**config.mk**
```make
export PLATFORM = sky130hd
export DESIGN_NAME = jk_bank_sequencer_flat
export DESIGN_NICKNAME = d
export VERILOG_FILES = /design/src/rtl/jk_bank_sequencer_if.sv /design/src/rtl/jk_bank_sequencer.sv /design/src/flat_wrapper.sv
export SDC_FILE = /design/constraint.sdc
export NUM_CORES = 1
export LEC_CHECK = 0
export CORE_ASPECT_RATIO = 0.75
export CORE_MARGIN = 2
export CORE_UTILIZATION = 45
export CTS_CLUSTER_SIZE = 40
export DETAILED_ROUTE_END_ITERATION = 8
export PLACE_DENSITY = 0.76
export SYNTH_ARGS = -nofsm -noshare
export SYNTH_HDL_FRONTEND = slang
export SYNTH_SLANG_ARGS = --single-unit
```
**constraint.sdc**
```tcl
create_clock -name clk -period 3.75 [get_ports clk]
set_input_delay 0.9375 -clock clk [delete_from_list [all_inputs] [get_ports clk]]
set_output_delay 0.9375 -clock clk [all_outputs]
set_load 0.01 [all_outputs]
```
**src/rtl/jk_bank_sequencer_if.sv**
```systemverilog
// Command handshake and observation bus for jk_bank_sequencer.
// The master side offers commands; the slave side is the sequencer.
interface jk_bank_sequencer_if #(
   parameter int WIDTH = 4,
   parameter int CNT_W = 4
);
   logic               cmd_valid;
   logic               cmd_ready;
   logic [2:0]         cmd_op;
   logic [CNT_W-1:0]   cmd_cnt;
   logic [WIDTH-1:0]   cmd_data;
   logic               abort;
   logic [2*WIDTH-1:0] jk_bus;
   logic [WIDTH-1:0]   q;
   logic               busy;
   logic               done;

   modport master (
      output cmd_valid, cmd_op, cmd_cnt, cmd_data, abort,
      input  cmd_ready, jk_bus, q, busy, done
   );

   modport slave (
      input  cmd_valid, cmd_op, cmd_cnt, cmd_data, abort,
      output cmd_ready, jk_bus, q, busy, done
   );
endinterface

```
**src/rtl/jk_bank_sequencer.sv**
```systemverilog
// Multi-cycle command sequencer driving a WIDTH-bit JK flop bank, one J/K code per bit per clock.
// Optional JK_SATURATE_EN: INC/DEC stick at all-ones/zero instead of wrapping.

// One bank bit: decodes the captured op into a JK code and applies JK semantics.
module jk_bit_cell (
   input  logic [2:0] op,
   input  logic       en,
   input  logic       d,
   input  logic       lo_ones,
   input  logic       lo_zeros,
   input  logic       qb,
   output logic [1:0] jk,
   output logic       qn
);
   localparam logic [2:0] OP_CLR  = 3'd1;
   localparam logic [2:0] OP_SET  = 3'd2;
   localparam logic [2:0] OP_TGL  = 3'd3;
   localparam logic [2:0] OP_INC  = 3'd4;
   localparam logic [2:0] OP_DEC  = 3'd5;
   localparam logic [2:0] OP_LOAD = 3'd6;

   always_comb begin
      jk = 2'b00;
      if (en) begin
         case (op)
            OP_CLR:  jk = d ? 2'b01 : 2'b00;
            OP_SET:  jk = d ? 2'b10 : 2'b00;
            OP_TGL:  jk = d ? 2'b11 : 2'b00;
            // ripple-carry / borrow expressed as a toggle when all lower bits allow it
            OP_INC:  jk = lo_ones  ? 2'b11 : 2'b00;
            OP_DEC:  jk = lo_zeros ? 2'b11 : 2'b00;
            OP_LOAD: jk = d ? 2'b10 : 2'b01;
            default: jk = 2'b00;
         endcase
      end
   end

   always_comb begin
      qn = qb;
      case (jk)
         2'b01:   qn = 1'b0;
         2'b10:   qn = 1'b1;
         2'b11:   qn = ~qb;
         default: qn = qb;
      endcase
   end
endmodule

module jk_bank_sequencer #(
   parameter int WIDTH = 4,
   parameter int CNT_W = 4
) (
   input  logic             clk,
   input  logic             rst_n,
   jk_bank_sequencer_if.slave bus
);
   typedef enum logic [1:0] {S_IDLE, S_EXEC, S_DONE} state_t;

   state_t                  state, state_nxt;
   logic [2:0]              op_r;
   logic [WIDTH-1:0]        data_r;
   logic [WIDTH-1:0]        q_r, q_nxt;
   logic [CNT_W-1:0]        rem_r;
   logic                    accept, step_en, sat;
   logic [WIDTH-1:0]        lo_ones, lo_zeros;
   logic [WIDTH-1:0][1:0]   jk;

   assign accept = bus.cmd_valid && (state == S_IDLE);

`ifdef JK_SATURATE_EN
   localparam logic [2:0] OP_INC = 3'd4;
   localparam logic [2:0] OP_DEC = 3'd5;
   // at the limit the whole bank holds; the step still consumes its cycle
   assign sat = ((op_r == OP_INC) && (&q_r)) || ((op_r == OP_DEC) && ~(|q_r));
`else
   assign sat = 1'b0;
`endif

   // abort suppresses the step in the cycle it is seen
   assign step_en = (state == S_EXEC) && !bus.abort && !sat;

   assign lo_ones[0]  = 1'b1;
   assign lo_zeros[0] = 1'b1;
   for (genvar i = 1; i < WIDTH; i++) begin : g_chain
      assign lo_ones[i]  = lo_ones[i-1]  & q_r[i-1];
      assign lo_zeros[i] = lo_zeros[i-1] & ~q_r[i-1];
   end

   jk_bit_cell u_cell [WIDTH-1:0] (
      .op       (op_r),
      .en       (step_en),
      .d        (data_r),
      .lo_ones  (lo_ones),
      .lo_zeros (lo_zeros),
      .qb       (q_r),
      .jk       (jk),
      .qn       (q_nxt)
   );

   always_ff @(posedge clk or negedge rst_n) begin
      if (!rst_n) state <= S_IDLE;
      else        state <= state_nxt;
   end

   always_comb begin
      state_nxt = state;
      case (state)
         S_IDLE:  if (accept) state_nxt = S_EXEC;
         S_EXEC:  if (bus.abort || rem_r == CNT_W'(1)) state_nxt = S_DONE;
         S_DONE:  state_nxt = S_IDLE;
         default: state_nxt = S_IDLE;
      endcase
   end

   always_ff @(posedge clk or negedge rst_n) begin
      if (!rst_n) begin
         op_r   <= 3'd0;
         data_r <= '0;
         rem_r  <= '0;
         q_r    <= '0;
      end else begin
         if (accept) begin
            op_r   <= bus.cmd_op;
            data_r <= bus.cmd_data;
            rem_r  <= (bus.cmd_cnt == '0) ? CNT_W'(1) : bus.cmd_cnt;
         end else if (state == S_EXEC) begin
            rem_r  <= rem_r - CNT_W'(1);
         end
         // jk is zero outside EXEC, so this holds q there
         q_r <= q_nxt;
      end
   end

   assign bus.cmd_ready = (state == S_IDLE);
   assign bus.busy      = (state != S_IDLE);
   assign bus.done      = (state == S_DONE);
   assign bus.q         = q_r;
   assign bus.jk_bus    = jk;
endmodule

```
**src/flat_wrapper.sv**
```systemverilog
// flat-port wrapper written by rule: the top's interface ports become plain ports
module jk_bank_sequencer_flat 
#(
   parameter int WIDTH = 4,
   parameter int CNT_W = 4
)
  (clk, rst_n, bus_cmd_valid, bus_cmd_op, bus_cmd_cnt, bus_cmd_data, bus_abort, bus_cmd_ready, bus_jk_bus, bus_q, bus_busy, bus_done);
  jk_bank_sequencer_if #(.WIDTH(WIDTH), .CNT_W(CNT_W)) bus_i ();
  input  logic clk;
  input  logic rst_n;
  input wire logic [$bits(bus_i.cmd_valid)-1:0] bus_cmd_valid;
  input wire logic [$bits(bus_i.cmd_op)-1:0] bus_cmd_op;
  input wire logic [$bits(bus_i.cmd_cnt)-1:0] bus_cmd_cnt;
  input wire logic [$bits(bus_i.cmd_data)-1:0] bus_cmd_data;
  input wire logic [$bits(bus_i.abort)-1:0] bus_abort;
  output wire logic [$bits(bus_i.cmd_ready)-1:0] bus_cmd_ready;
  output wire logic [$bits(bus_i.jk_bus)-1:0] bus_jk_bus;
  output wire logic [$bits(bus_i.q)-1:0] bus_q;
  output wire logic [$bits(bus_i.busy)-1:0] bus_busy;
  output wire logic [$bits(bus_i.done)-1:0] bus_done;
  assign bus_i.cmd_valid = bus_cmd_valid;
  assign bus_i.cmd_op = bus_cmd_op;
  assign bus_i.cmd_cnt = bus_cmd_cnt;
  assign bus_i.cmd_data = bus_cmd_data;
  assign bus_i.abort = bus_abort;
  assign bus_cmd_ready = bus_i.cmd_ready;
  assign bus_jk_bus = bus_i.jk_bus;
  assign bus_q = bus_i.q;
  assign bus_busy = bus_i.busy;
  assign bus_done = bus_i.done;
  jk_bank_sequencer #(.WIDTH(WIDTH), .CNT_W(CNT_W)) u_core (.clk(clk), .rst_n(rst_n), .bus(bus_i));
endmodule
```
==> results of run 1 <==
==> cells in the mapped netlist, drive strengths merged, types with 2 or more instances <==
cell type  instances  area share
a21o               2       0.014
a21oi              8       0.036
a22oi              2       0.014
a31oi              4       0.023
and3               2       0.012
buf               10       0.062
dfrtp             17        0.38
ha                 2       0.023
inv               12       0.041
mux2               4       0.041
mux2i              2       0.018
nand2              9       0.031
nand3              4       0.018
nor2              12       0.041
nor2b              2       0.011
nor3               2      0.0091
nor3b              2       0.014
o21ai              8       0.036
o22a               3       0.024
o22ai              6       0.034
or3b               2       0.016
==> metal layers <==
metal	GRT usage	wire (um)	vias up
met5	0	0	-
met4	0.02609	14	0
met3	0.04959	173	6
met2	0.2979	1092	44
met1	0.2794	1249	470
li1	-	-	503
==> kinds of logic after synthesis <==
family,Yosys count,synth area share
DFF,17,0.3846
xor gates and xnor gates,1,0.007920
buffers and inverters,23,0.1063
and+or+nand+nor,40,0.1878
muxes,6,0.05882
AOI/OAI and AO/OA,39,0.2319
adders and majority gates,2,0.02262
==> path summary, 6_finish.rpt <==
path | depth (start not counted) | slack (ns) | endpoint | from
hold reg to reg | 1 | 0.48 | u_core.bus.q[3] | u_core.bus.q[3]
min in group asynchronous | 1 | 1.09 | u_core.state[1] | rst_n
setup / recovery | 4 | 0.16 | bus_jk_bus[6] | bus_abort
hold / removal | 1 | 0.48 | u_core.bus.q[3] | u_core.bus.q[3]
setup reg to reg | 5 | 2.09 | u_core.bus.q[0] | u_core.state[0]
max in group asynchronous | 1 | 2.16 | u_core.bus.q[0] | rst_n
==> flip-flops by register name (all words and copies together) (netlist names) <==
signal,flops
u_core.bus.q,4
u_core.op_r,3
u_core.data_r,4
u_core.state,2
u_core.rem_r,4
==> area by class of cell <==
type | instances | area, um^2 | area share
multi-input combinational | 88 | 565.5 | 0.4029
tap | 34 | 42.54 | 0.03030
clock inverter | 1 | 5.005 | 0.003565
clock buffer | 3 | 22.52 | 0.01604
sequential | 17 | 425.4 | 0.3030
timing repair buffer | 30 | 297.8 | 0.2121
inverter | 12 | 45.04 | 0.03209
==> worst max-delay path: stages <==
cell             delay [ns]
clkdlybuf4s50_1        0.45
or3b_4                 0.46
o22ai_1                0.23
clkdlybuf4s50_1        0.57
==> power by group through the flow <==
stage / Clock, mW / Sequential (mW) / Combinational [mW]
CTS: 0.101 / 0.423 / 0.517
global placement: 0 / 0.416 / 0.502
floorplan: 0 / 0.342 / 0.434
detailed placement: 0 / 0.428 / 0.514
finish: 0.0999 / 0.427 / 0.521
global route: 0.111 / 0.447 / 0.578
==> through the flow <==
stage / power, mW / hold slack (ns) / cells / worst slack (ns) / instance area, um^2
global placement: 0.9182 / 0.4606 / 181 / 0.09668 / 1374
global route: 1.136 / 0.4975 / 185 / 0.05507 / 1404
finish: 1.048 / 0.4794 / 185 / 0.1610 / 1404
CTS: 1.041 / 0.4877 / 185 / 0.05843 / 1401
detailed placement: 0.9427 / 0.4734 / 181 / 0.06191 / 1374
floorplan: 0.7760 / 0.4522 / 128 / 1.092 / 1106
==> layout by cell type, fill, tap and decap left out, types with 4 or more instances in the layout <==
cell type	count
clkdlybuf4s50_1	29
a21oi_1	8
nor2_1	12
nand3_1	4
a31oi_1	4
o22ai_1	6
nand2_1	9
dfrtp_1	17
inv_1	12
o21ai_0	7
mux2_2	4
==> metrics, run 1 <==
height of the die=46.94 um; Post-Syn Area=1106 um^2; RSZ-0062 raised after global routing=no; Worst-Margin Slew=0.7959 ns; Critical Path Sink Type=output port; core area=2308 um^2; largest net degree at the start of global routing=18; first-pass GRT wire length=3.995 mm; IO Count=30; Int Power=0.5874 mW; Distinct cells, synth=38; number of synthesized flops with an enable pin=0; Mapped Cells=128; post-synthesis sequential area ratio=0.3846; Worst-path clk slew=0.10 ns; status=completed; row cnt=15; Slew Limit Fails=0; switch share=0.4395; post-route ant nets=0; vias in the first global route=845; Pre-antenna DRT Iters=6; ys flop type=dfrtp_1; pwr dens=746.5 nW/um^2; Post-CTS Hold Buffers=0; Total GRT Usage=0.1923; fin util=0.6081; # DRC=0; worst vdd ir=0.3373 mV; Yosys warning count=0; CTS tree=done; ANT cells=0; crit path launch type=primary input; IO buf count=29; Clk pwr share=0.095; PostCTS Resize Cnt=0; Net Count, Synth=145; Data arrival, critical path=2.65 ns; Max Clock Skew=0.005799 ns; fmax=278.6 MHz; initial DRC count=32; Setup Buffers After CTS=0; worst rel slew slack=0.4677; Final setup viols=0; #FFs+latches synth=17; CTS buffer count=3; final weighted congestion in routability-driven placement=0.9155; layout cells sized above 1=0.07947; P_sw=0.4606 mW; Synth async-reset ratio=1.000; Tcrit/Tclk final=0.9571; drt total wl=2.531 mm; clock buffer depth=2; leakage power=0.5817 nW; worst min path class=reg2reg; # nets final=169; WL per Instance=13.68 um; DIE WIDTH=61.25 um; clock latency on the worst-skew pair=0.30 ns; Comb power frac=0.497; Tmin final=3.589 ns; clock root buffer=clkbuf_4; Max FO, Critical Path=10; clk sinks=17; Area Growth Syn to Fin=26.92%; Die Area=2875 um^2; setup TNS=0 ns; Reg power frac=0.408; Fillers=224; max-capacitance violation count=0; dpl hpwl=1.909 mm; final hold vios=0; initial antenna violation count=0; Critical Path RT=2.81 ns; htree depth=1; critical path class=in2out; Starting Density=0.4791; Avg Cell Area, Syn=8.641 um^2; GR Overflow Total=0; DR vias=1023; Via density=5.530
(Power assumes the default switching activity.)
==> inputs of run 2 (changes only) <==
--- a/config.mk
+++ b/config.mk
@@ -7,7 +7,7 @@
 export LEC_CHECK = 0
 export CORE_ASPECT_RATIO = 0.75
 export CORE_MARGIN = 2
-export CORE_UTILIZATION = 45
+export CORE_UTILIZATION = 43
 export CTS_CLUSTER_SIZE = 40
 export DETAILED_ROUTE_END_ITERATION = 8
 export PLACE_DENSITY = 0.76
==> constraint.sdc (replaced) <==
create_clock -name clk -period 3.1 [get_ports clk]
set_input_delay 0.775 -clock clk [delete_from_list [all_inputs] [get_ports clk]]
set_output_delay 0.775 -clock clk [all_outputs]
set_load 0.01 [all_outputs]
==> run 2 against run 1 <==
Effect of this change:
- the flow now finishes with violations (setup timing)
- core utilization down 0.50 points
- final cell count grew 2.7%
- worst setup slack got worse by 0.18 ns
- final area rose by 1.6%
- flip-flop and latch count unchanged
- hold slack worse by 0.00088 ns
- sequential power increased by 19%
- sequential share of layout area decreased by 0.48 points
- clock skew is 0.00086 ns higher
- global-route usage fell by 1.3 points
- critical path type unchanged
- highest routed layer unchanged
==> metrics, run 2 (same netlist as run 1, synthesis figures left out) <==
critical path class=in2out; pre-CTS setup slack=-0.2008 ns; final instance area=1426 um^2; P_sw=0.5704 mW; initial DRC count=65; Min Hold Slack=0.4785 ns; Final setup viols=1; switch share=0.4427; cells along the critical path=clkdlybuf4s50_1 > or3b_4 > buf_4 > buf_4 > a211oi_2 > clkbuf_2; clock root buffer=clkbuf_4; IO buf count=29; fmax=321.1 MHz; Tcrit/Tclk final=1.005; pwr dens=903.4 nW/um^2; failing checks=setup timing; WL per Instance=14.03 um; # DRC=0; crit path max-delay cell type=clkdlybuf4s50_1; Total GRT Usage=0.1796; height of the die=47.92 um; Worst-Margin Slew=0.7632 ns; Starting Density=0.4677; vias in the first global route=889; Max Clock Skew=0.006658 ns; Via density=5.547; core area=2365 um^2; htree depth=1; Post-CTS Hold Buffers=0; Slew Limit Fails=0; clk sinks=17; Die Area=2998 um^2; worst rel slew slack=0.4896; IO Count=30; Data arrival, critical path=2.34 ns; Critical Path Sink Type=output port; Pre-antenna DRT Iters=5; final weighted congestion in routability-driven placement=0.8884; clock buffer depth=2; Max FO, Critical Path=4; first-pass GRT wire length=4.195 mm; post-route ant nets=0; crit-path most repeated cell=buf_4; crit-path max cell delay=0.45 ns; CTS tree=done; # nets final=174; drt total wl=2.666 mm; worst min path class=reg2reg; status=complete, but fails checks; leakage power=0.6400 nW; GR Overflow Total=0; commonest non-fill, non-tap cell in the layout=clkdlybuf4s50_1; final hold vios=0; Critical Path RT=2.32 ns; ANT cells=0; dpl hpwl=1.957 mm; power consumption=1.289 mW; most frequent cells in the layout=clkdlybuf4s50_1, dfrtp_1, nor2_1, inv_1, nand2_1; Tmin final=3.115 ns; slack of the critical path=-0.01475 ns; Worst-path clk slew=0.11 ns; worst vdd ir=0.3935 mV; crit path launch type=primary input; max-capacitance violation count=0; DIE WIDTH=62.57 um; largest net degree at the start of global routing=18; Int Power=0.7182 mW; initial antenna violation count=0; clock latency on the worst-skew pair=0.30 ns; Comb power frac=0.509; DR vias=1054; Area Growth Syn to Fin=28.96%; cell area after placement=1396 um^2; row cnt=15; Clk pwr share=0.096; RSZ-0062 raised after global routing=yes; CTS buffer count=3; layout cells sized above 1=0.1410; Reg power frac=0.394
run 2: worst paths after layout:
kind                                      start  slack (ns)  cells after the start          endpoint
max in group asynchronous                 rst_n        1.71                      1  u_core.data_r[2]
worst max-delay path                  bus_abort       -0.01                      6     bus_jk_bus[4]
worst min register to register  u_core.bus.q[3]        0.48                      1   u_core.bus.q[3]
worst min-delay path            u_core.bus.q[3]        0.48                      1   u_core.bus.q[3]
min in group asynchronous                 rst_n        0.91                      1   u_core.state[1]
worst max register to register  u_core.state[0]        1.38                      6   u_core.bus.q[0]
run 2: final cells by class:
| cell class | count | area [um^2] |
|---|---|---|
| clock inverter | 1 | 5.005 |
| multi-input combinational | 88 | 570.5 |
| clock buffer | 3 | 22.52 |
| sequential | 17 | 425.4 |
| timing repair buffer | 35 | 315.3 |
| tap | 34 | 42.54 |
| fill | 222 | 938.4 |
| inverter | 12 | 45.04 |
run 2: power groups by stage:
stage          logic, mW  clock network (mW)  registers [mW]
3_5_place_dp       0.648                   0           0.505
4_1_cts            0.650               0.127           0.501
3_3_place_gp       0.629                   0           0.492
2_1_floorplan      0.525                   0           0.413
5_1_grt            0.724               0.136           0.526
6_report           0.656               0.124           0.508
run 2: timing repair:
item                       4_1_cts  5_1_grt
pin swaps                        0        1
resized for setup                8       11
setup buffers                    1        1
setup endpoints to repair        8        1
run 2: metal layers:
layer	GRT usage	vias up	share of wire
met3	0.03765	4	0.069
li1	-	511	-
met5	0	-	0
met2	0.2925	40	0.45
met4	0.04000	0	0.0094
met1	0.2529	499	0.47
run 2: per-stage QoR:
stage          std cells    util   TNS, ns
4_1_cts              189  0.6026   -0.1077
2_1_floorplan        128       -         0
5_1_grt              190  0.6032  -0.03451
3_3_place_gp         184  0.5905    -1.434
6_report             190  0.6032  -0.01475
3_5_place_dp         184  0.5905    -1.431
run 2: worst max-delay path, delay by kind of cell:
family / cells / cell delay [ns]
buffers and inverters: 4 / 0.93
and+or+nand+nor: 1 / 0.44
AOI/OAI and AO/OA: 1 / 0.19
==> inputs of run 3 (changes only) <==
--- a/config.mk
+++ b/config.mk
@@ -7,7 +7,7 @@
 export LEC_CHECK = 0
 export CORE_ASPECT_RATIO = 0.75
 export CORE_MARGIN = 2
-export CORE_UTILIZATION = 43
+export CORE_UTILIZATION = 45
 export CTS_CLUSTER_SIZE = 40
 export DETAILED_ROUTE_END_ITERATION = 8
 export PLACE_DENSITY = 0.76
==> constraint.sdc (replaced) <==
create_clock -name clk -period 3.3 [get_ports clk]
set_input_delay 0.825 -clock clk [delete_from_list [all_inputs] [get_ports clk]]
set_output_delay 0.825 -clock clk [all_outputs]
set_load 0.01 [all_outputs]
==> run 3 against run 2 <==
Effect of this change:
- the flow now finishes without violations
- hold slack improved by 0.00062 ns
- flip-flop and latch count unchanged
- final area increased by 1.1%
- register-to-register slack improved by 0.18 ns
- critical path depth decreased by 1
- clock skew increased by 0.00060 ns
- sequential power decreased by 4.9%
- final cell count unchanged
- largest cell class unchanged
- first-iteration DRC count decreased by 34%
- clock-buffer cell count unchanged
- die area decreased by 4.1%
- non-clock buffer count unchanged
==> metrics, run 3 (same netlist as run 1, synthesis figures left out) <==
Worst-path clk slew=0.10 ns; IO Count=30; CTS tree=done; Worst-Margin Slew=0.7659 ns; commonest non-fill, non-tap cell in the layout=clkdlybuf4s50_1; worst hold stages=1; worst vdd ir=0.3963 mV; cell area after placement=1404 um^2; worst hold start=u_core.bus.q[3]; final weighted congestion in routability-driven placement=0.9418; Critical Path Sink Type=output port; dpl hpwl=1.940 mm; Tcrit/Tclk final=0.9645; Max Clock Skew=0.007259 ns; htree depth=1; first-pass GRT wire length=4.140 mm; Critical Path RT=2.47 ns; R2R Setup Slk=1.56 ns; fmax=314.2 MHz; power consumption=1.201 mW; switch share=0.4387; Int Power=0.6741 mW; Data arrival, critical path=2.36 ns; Tmin final=3.183 ns; Total GRT Usage=0.1968; clock latency on the worst-skew pair=0.30 ns; fin cells=190; max-capacitance violation count=0; RSZ-0062 raised after global routing=no; clk sinks=17; CTS buffer count=3; row cnt=15; final hold vios=0; clock root buffer=clkbuf_4; status=completed; GR Overflow Total=0; crit path launch type=primary input; setup TNS=0 ns; largest net degree at the start of global routing=18; Comb power frac=0.501; Slew Limit Fails=0; leakage power=0.6652 nW; layout cells sized above 1=0.1090; # nets final=174; core area=2308 um^2; slack of the critical path=0.1173 ns; Final setup viols=0; clock buffer depth=2; Pre-antenna DRT Iters=4; IO buf count=29; Reg-to-Reg Start=u_core.op_r[0]; ANT cells=0; post-route ant nets=0; Reg power frac=0.402; Via density=5.663; critical path class=in2out; Fillers=210; Starting Density=0.4791; Area Growth Syn to Fin=30.32%; final instance area=1441 um^2; most frequent cells in the layout=clkdlybuf4s50_1, dfrtp_1, nor2_1, inv_1, nand2_1; pre-CTS setup slack=-0.1064 ns; Min Hold Slack=0.4791 ns; Clk pwr share=0.097; Worst Reg2Reg Path Length in Cells=5; fin util=0.6244; DIE WIDTH=61.25 um; DR vias=1076; initial DRC count=43; drt total wl=2.528 mm; worst rel slew slack=0.4878; Reg-to-Reg End=u_core.bus.q[2]; pwr dens=833.1 nW/um^2; Hold EP=u_core.bus.q[3]; height of the die=46.94 um; vias in the first global route=927; WL per Instance=13.31 um; initial antenna violation count=0; Die Area=2875 um^2; worst min path class=reg2reg; # DRC=0; Max FO, Critical Path=6; P_sw=0.5268 mW; Placed Instances=185
## run 3: changes by cell type in the layout (fill, tap and decap cells not counted)
| cell | delta |
|---|---|
| nor3b_2 | -1 |
| clkbuf_2 | -4 |
| nor3b_1 | +1 |
| dlymetal6s2s_1 | +1 |
| clkdlybuf4s15_1 | -1 |
| clkinv_2 | -1 |
| clkinvlp_4 | +1 |
| dlygate4sd2_1 | +4 |
## run 3: power by group through the flow
| stage | clock network [mW] | registers (mW) | logic, mW |
|---|---|---|---|
| after global placement | 0 | 0.469 | 0.586 |
| final | 0.116 | 0.483 | 0.602 |
| after detailed placement | 0 | 0.481 | 0.601 |
| after floorplan | 0 | 0.388 | 0.493 |
| after CTS | 0.122 | 0.476 | 0.603 |
| after global routing | 0.133 | 0.502 | 0.670 |
## run 3: critical path, cell delays in order
cell and delay [ns]:
clkdlybuf4s50_1 0.45, or3b_4 0.43, buf_4 0.15, o22ai_1 0.20, dlygate4sd2_1 0.29
## run 3: layout make-up
class	instances	area, um^2	share of cell area
Clock buffer	3	22.52	0.01563
Clock inverter	1	7.507	0.005208
Inverter	12	45.04	0.03125
Multi-Input combinational cell	88	565.5	0.3924
Sequential cell	17	425.4	0.2951
Tap cell	34	42.54	0.02951
Timing Repair Buffer	35	332.8	0.2309
## run 3: worst max-delay path by stage
stage | to | slack (ns) | from | depth (start not counted)
3_3_place_gp | bus_jk_bus[6] | -0.10 | bus_abort | 4
6_report | bus_jk_bus[6] | 0.12 | bus_abort | 5
2_1_floorplan | bus_jk_bus[6] | 0.87 | bus_abort | 3
5_1_grt | bus_jk_bus[6] | 0.05 | bus_abort | 5
4_1_cts | bus_jk_bus[3] | 0.004 | bus_abort | 5
3_5_place_dp | bus_jk_bus[6] | -0.11 | bus_abort | 4
## run 3: per-layer routing
metal | wire [um] | global-route usage
met3 | 157 | 0.05785
met1 | 1233 | 0.2789
met5 | 0 | 0
met4 | 13 | 0.03913
met2 | 1123 | 0.3021
## run 3: what timing repair did
action | in CTS | in global routing
resized for setup | 7 | 2
buffers inserted | 1 | 0
setup endpoints to repair | 8 | 2
hold buffers | 0 | 0
cloned | 0 | 0
endpoints found under the hold margin | 0 | 0
